$ cat src/rtl/score_keeper_pkg.sv
// Shared types and constants for the ping-pong match-state logic.
package score_keeper_pkg;

  typedef enum logic [2:0] {
    StIdle,
    StServeWait,
    StServeReq,
    StRally,
    StGameOver
  } state_e;

  localparam logic [1:0] WIN_NONE = 2'b00;
  localparam logic [1:0] WIN_P1   = 2'b01;
  localparam logic [1:0] WIN_P2   = 2'b10;

  localparam logic SIDE_P1 = 1'b0;
  localparam logic SIDE_P2 = 1'b1;

  // A one-cycle delay still needs a 1-bit counter.
  function automatic int unsigned timer_width(input int unsigned delay);
    return (delay <= 1) ? 1 : $clog2(delay);
  endfunction

endpackage

$ cat src/rtl/score_keeper_serve_timer.sv
// Loadable down-counter pacing the gap between a point and the next serve request.
module serve_timer
  import score_keeper_pkg::*;
#(
  parameter int unsigned SERVE_DELAY = 100
) (
  input  logic sys_clock,
  input  logic reset,
  input  logic load,
  input  logic enable,
  output logic expired
);

  localparam int unsigned CntW = timer_width(SERVE_DELAY);
  localparam logic [CntW-1:0] LoadVal = CntW'(SERVE_DELAY - 1);

  logic [CntW-1:0] cnt_q, cnt_d;

  always_comb begin
    cnt_d = cnt_q;
    if (load) begin
      cnt_d = LoadVal;
    end else if (enable && (cnt_q != '0)) begin
      cnt_d = cnt_q - 1'b1;
    end
  end

  always_ff @(posedge sys_clock or negedge reset) begin
    if (!reset) begin
      cnt_q <= '0;
    end else begin
      cnt_q <= cnt_d;
    end
  end

  assign expired = (cnt_q == '0);

endmodule

$ cat src/rtl/score_keeper.sv
// Match-state producer: scores, winner and serve handshake for the ping-pong game.
// Optional build macro WIN_BY_TWO_EN enables win-by-two with deuce folding.
module score_keeper
  import score_keeper_pkg::*;
#(
  parameter int unsigned WIN_SCORE   = 7,
  parameter int unsigned SCORE_W     = 4,
  parameter int unsigned SERVE_DELAY = 100
) (
  input  logic               sys_clock,
  input  logic               reset,
  input  logic               start,
  input  logic               reset_game,
  input  logic               point_p1,
  input  logic               point_p2,
  input  logic               serve_ack,
  output logic [SCORE_W-1:0] sc1,
  output logic [SCORE_W-1:0] sc2,
  output logic               serve_req,
  output logic               serve_side,
  output logic               game_over,
  output logic [1:0]         winner
);

  localparam logic [SCORE_W-1:0] WinScore = SCORE_W'(WIN_SCORE);

  state_e             state_q, state_d;
  logic [SCORE_W-1:0] sc1_q, sc1_d, sc2_q, sc2_d;
  logic               serve_req_q, serve_req_d;
  logic               serve_side_q, serve_side_d;
  logic               game_over_q, game_over_d;
  logic [1:0]         winner_q, winner_d;

  logic               timer_load, timer_en, timer_expired;
  logic [SCORE_W-1:0] new_sc1, new_sc2;
  logic               p1_wins, p2_wins;

  serve_timer #(
    .SERVE_DELAY(SERVE_DELAY)
  ) u_serve_timer (
    .sys_clock(sys_clock),
    .reset    (reset),
    .load     (timer_load),
    .enable   (timer_en),
    .expired  (timer_expired)
  );

  // Candidate scores and win decision for a single-point rally.
  always_comb begin
    new_sc1 = sc1_q + SCORE_W'(point_p1);
    new_sc2 = sc2_q + SCORE_W'(point_p2);
`ifdef WIN_BY_TWO_EN
    p1_wins = (new_sc1 >= WinScore) &&
              ({1'b0, new_sc1} >= ({1'b0, new_sc2} + (SCORE_W + 1)'(2)));
    p2_wins = (new_sc2 >= WinScore) &&
              ({1'b0, new_sc2} >= ({1'b0, new_sc1} + (SCORE_W + 1)'(2)));
    if ((new_sc1 == WinScore) && (new_sc2 == WinScore)) begin
      new_sc1 = WinScore - 1'b1;
      new_sc2 = WinScore - 1'b1;
    end
`else
    p1_wins = (new_sc1 == WinScore);
    p2_wins = (new_sc2 == WinScore);
`endif
  end

  always_comb begin
    state_d      = state_q;
    sc1_d        = sc1_q;
    sc2_d        = sc2_q;
    serve_req_d  = serve_req_q;
    serve_side_d = serve_side_q;
    game_over_d  = game_over_q;
    winner_d     = winner_q;
    timer_load   = 1'b0;
    timer_en     = 1'b0;

    if (reset_game) begin
      state_d      = StIdle;
      sc1_d        = '0;
      sc2_d        = '0;
      serve_req_d  = 1'b0;
      serve_side_d = SIDE_P1;
      game_over_d  = 1'b0;
      winner_d     = WIN_NONE;
    end else begin
      unique case (state_q)
        StIdle: begin
          if (start) begin
            state_d    = StServeWait;
            timer_load = 1'b1;
            sc1_d      = '0;
            sc2_d      = '0;
          end
        end
        StServeWait: begin
          timer_en = 1'b1;
          if (timer_expired) begin
            state_d     = StServeReq;
            serve_req_d = 1'b1;
          end
        end
        StServeReq: begin
          if (serve_ack) begin
            state_d     = StRally;
            serve_req_d = 1'b0;
          end
        end
        StRally: begin
          if (point_p1 && point_p2) begin
            // Let: replay the serve without touching score or side.
            state_d    = StServeWait;
            timer_load = 1'b1;
          end else if (point_p1 || point_p2) begin
            sc1_d        = new_sc1;
            sc2_d        = new_sc2;
            serve_side_d = point_p1 ? SIDE_P2 : SIDE_P1;
            if (p1_wins || p2_wins) begin
              state_d     = StGameOver;
              game_over_d = 1'b1;
              winner_d    = p1_wins ? WIN_P1 : WIN_P2;
            end else begin
              state_d    = StServeWait;
              timer_load = 1'b1;
            end
          end
        end
        StGameOver: begin
          state_d = StGameOver;
        end
        default: begin
          state_d = StIdle;
        end
      endcase
    end
  end

  always_ff @(posedge sys_clock or negedge reset) begin
    if (!reset) begin
      state_q      <= StIdle;
      sc1_q        <= '0;
      sc2_q        <= '0;
      serve_req_q  <= 1'b0;
      serve_side_q <= SIDE_P1;
      game_over_q  <= 1'b0;
      winner_q     <= WIN_NONE;
    end else begin
      state_q      <= state_d;
      sc1_q        <= sc1_d;
      sc2_q        <= sc2_d;
      serve_req_q  <= serve_req_d;
      serve_side_q <= serve_side_d;
      game_over_q  <= game_over_d;
      winner_q     <= winner_d;
    end
  end

  assign sc1        = sc1_q;
  assign sc2        = sc2_q;
  assign serve_req  = serve_req_q;
  assign serve_side = serve_side_q;
  assign game_over  = game_over_q;
  assign winner     = winner_q;

endmodule

$ cat config.mk
export PLATFORM = sky130hd
export DESIGN_NAME = score_keeper
export DESIGN_NICKNAME = d
export VERILOG_FILES = /design/src/rtl/score_keeper_pkg.sv /design/src/rtl/score_keeper_serve_timer.sv /design/src/rtl/score_keeper.sv
export SDC_FILE = /design/constraint.sdc
export NUM_CORES = 1
export LEC_CHECK = 0
export ABC_AREA = 1
export CORE_UTILIZATION = 58
export CTS_CLUSTER_SIZE = 10
export DETAILED_ROUTE_END_ITERATION = 8
export HOLD_SLACK_MARGIN = 0.12
export PLACE_DENSITY = 0.92
export SLEW_MARGIN = 20
export SYNTH_ARGS = -nofsm -noshare
export SYNTH_HDL_FRONTEND = slang
export SYNTH_SLANG_ARGS = --single-unit
$ cat constraint.sdc
create_clock -name sys_clock -period 3.6 [get_ports sys_clock]
set_clock_uncertainty 0.2 [all_clocks]
set_input_delay 0.54 -clock sys_clock [delete_from_list [all_inputs] [get_ports sys_clock]]
set_output_delay 0.54 -clock sys_clock [all_outputs]
set_load 0.05 [all_outputs]
==> impl_metrics.ini <==
[run_status]
status = completed

[final_layout]
fillers = 169
antenna_cells = 0
final_nets = 221
area_delta_synth_final_pct = 16.8
final_cell_mix = nand2_1, inv_1, dfrtp_1
drive_above_1_share_pct = 13.5
mostFrequentLayoutCell = nand2_1

[floorplanning]
die_w_um = 51.4
rows = 17
io_pins = 20
coreArea_sq_um = 2250
die_h_um = 51.4
start_util_pct = 62.9
die_area_sq_um = 2650

[logic_synthesis]
ys_ff_latch = 23
async_reset_ff_share_pct = 100
synth_area_leaders = dfrtp_1, nand2_1, inv_1
synth_area_sq_um = 1420
seq_area_frac_synth_pct = 40.6
synth_cell_types = 25
synth_warnings = 0
ys.flop_type = dfrtp_1
netlist_instances = 186
synth_fp_nets = 198
synth-edff-count = 0
avgSynthCellArea_sq_um = 7.62
synth_area_leader_cell = dfrtp_1
synth_top_area_share_pct = 40.6

[worst_hold_path]
holdPathEnd = winner[0]
hold_depth = 2
hold_path_class = reg2reg
hp-start = winner[0]

[setup_path]
critical_path_arrival_ps = 2380
slowest_delay_ps = 460
end_kind = flop
r2r_cells = 11
cp_data_required_time_ps = 3610
worstSetupStartpointType = primary input
reg2reg_from = sc1[0]
rr_endpoint = u_serve_timer.cnt_q[1]
critical_path_class = in2reg
crit_chain = clkdlybuf4s50_1 > ha_1 > ha_1 > nand2_1 > nor2_2 > nand2_1 > nand2_1 > nand2_1 > nand3_1 > nand2_1 > nand2_2 > nand2_1
path_max_fanout = 4
cp_common_cell = nand2_1
critPathBufInv = 1
cp_top_family = simple AND/OR/NAND/NOR gates
crit_slowest_cell = clkdlybuf4s50_1
r2r_setup_slack_ps = 1520

[drt]
viasPerCell = 5.20
wirelength_um = 2860
ant_nets = 0
drc = 0
drtIter0Drc = 35
drtPass1Iterations = 4
wl_per_cell_um = 12.1
vias = 1227

[sta]
setup_violations = 0
fin_crit_sh_pct = 65.9
finalHoldViolations = 0
slew_viol_final = 0
fin_setup_tns_ps = 0
slew_headroom_pct = 65.7
max_freq_mhz = 422
tightest_slew_ps = 513
rsz0062_at_grt = no
period_needed_ps = 2370

[global_route]
grt_max_degree = 24
grt_overflow_total = 0
grt_pass1_wl_um = 5170
grt_pass1_vias = 1224
track_usage_pct = 26.4
antenna_found_initial = 0

[clock_network]
clkTransAtPathRegs_ps = 120
cts_root_buf = clkbuf_4
htree_num_levels = 1
cts_buffers = 3
post_cts_buffers = 0
clock-sinks = 23
cts_tree = done
clk_path_buf_depth = 2
clk_latency_ps = 320

[placement]
numPortBuffers = 19
place_congestion = 0.851
dp_hpwl_um = 2190

[power_and_ir_drop]
ir_worst_vdd_mv = 0.339
finalPower_mw = 0.844
p_per_area_nw_per_um2 = 510
p_leak_nw = 0.771

[flow_run]
maxCapViolCount = 0
==> cells in the mapped netlist (2+ instances only) <==
| cell type | n |
|---|---|
| nor2_1 | 15 |
| ha_1 | 5 |
| nand3_2 | 3 |
| xor2_1 | 4 |
| o21ai_0 | 4 |
| dfrtp_1 | 23 |
| nand2_2 | 2 |
| nand2_1 | 48 |
| nor2_2 | 5 |
| a21oi_1 | 5 |
| o21ai_1 | 10 |
| inv_2 | 7 |
| nand3_1 | 13 |
| inv_1 | 23 |
| nor3_1 | 2 |
| o21ai_2 | 3 |
| nand4_1 | 6 |
==> report_power, final <==
group	internal (mW)	total [mW]	leakage, nW	switching (mW)
Clock	0.0434	0.121	0.0150	0.0781
Sequential	0.304	0.345	0.296	0.0409
Combinational	0.121	0.378	0.460	0.257
==> worst max path at each step <==
| stage | start | endpoint | depth (start not counted) |
|---|---|---|---|
| 3_3_place_gp | point_p1 | u_serve_timer.cnt_q[1] | 12 |
| 4_1_cts | point_p1 | u_serve_timer.cnt_q[1] | 12 |
| 3_5_place_dp | point_p1 | u_serve_timer.cnt_q[1] | 12 |
| 5_1_grt | point_p1 | u_serve_timer.cnt_q[5] | 14 |
| 2_1_floorplan | sc1[0] | u_serve_timer.cnt_q[1] | 11 |
| 6_report | point_p1 | u_serve_timer.cnt_q[1] | 12 |
==> per-stage QoR <==
| step | instance area, sq um | utilization, % | hold WS (ps) | setup WS [ps] | instances |
|---|---|---|---|---|---|
| finish | 1660 | 73.4 | 318 | 1230 | 236 |
| global route | 1660 | 73.4 | 337 | 975 | 236 |
| CTS | 1650 | 73.2 | 320 | 1220 | 235 |
| detailed placement | 1620 | 72.0 | 282 | 876 | 231 |
| global placement | 1620 | 72.0 | 284 | 987 | 231 |
| floorplan | 1420 | - | 44.4 | 1460 | 186 |
==> worst min-delay path, stage by stage, from the launching register on <==
cell     delay, ps
dfrtp_1        370
nand2_1         50
o21ai_1         70
==> area by class of cell <==
cell class / count / area, sq um / area share [%]
timing repair buffer: 20 / 195 / 11.8
multi-input combinational: 130 / 707 / 42.7
clock buffer: 4 / 26.3 / 1.59
inverter: 31 / 116 / 7.03
tap: 28 / 35.0 / 2.12
sequential: 23 / 576 / 34.8
==> kinds of logic after synthesis <==
kind of cell	synth area share [%]
buffers and inverters	9.53
flip-flops	40.6
AND/OR/NAND/NOR	31.5
XOR/XNOR	3.09
AO/OA/AOI/OAI	10.9
adder cells (fa/ha/maj)	4.41
==> registers in the layout, indices dropped and copies added, names as in the netlist <==
register and flops:
game_over 1, sc1 4, sc2 4, serve_req 1, serve_side 1, state_q 3
u_serve_timer.cnt_q 7, winner 2
==> metal layers <==
| layer | GRT usage (%) | up-vias | share of wire [%] |
|---|---|---|---|
| li1 | - | 640 | - |
| met1 | 33.5 | 553 | 45 |
| met2 | 44.4 | 30 | 49 |
| met3 | 4.46 | 4 | 4.3 |
| met4 | 10.8 | 0 | 1.2 |
| met5 | 0 | - | 0 |
==> what timing repair did <==
action | 4_1_cts | 5_1_grt
hold buffers | 0 | 1
gates resized for setup | 0 | 0
hold endpoints to repair | 0 | 23
setup endpoints to repair | 0 | 0
Power figures use the tool's default switching activity.
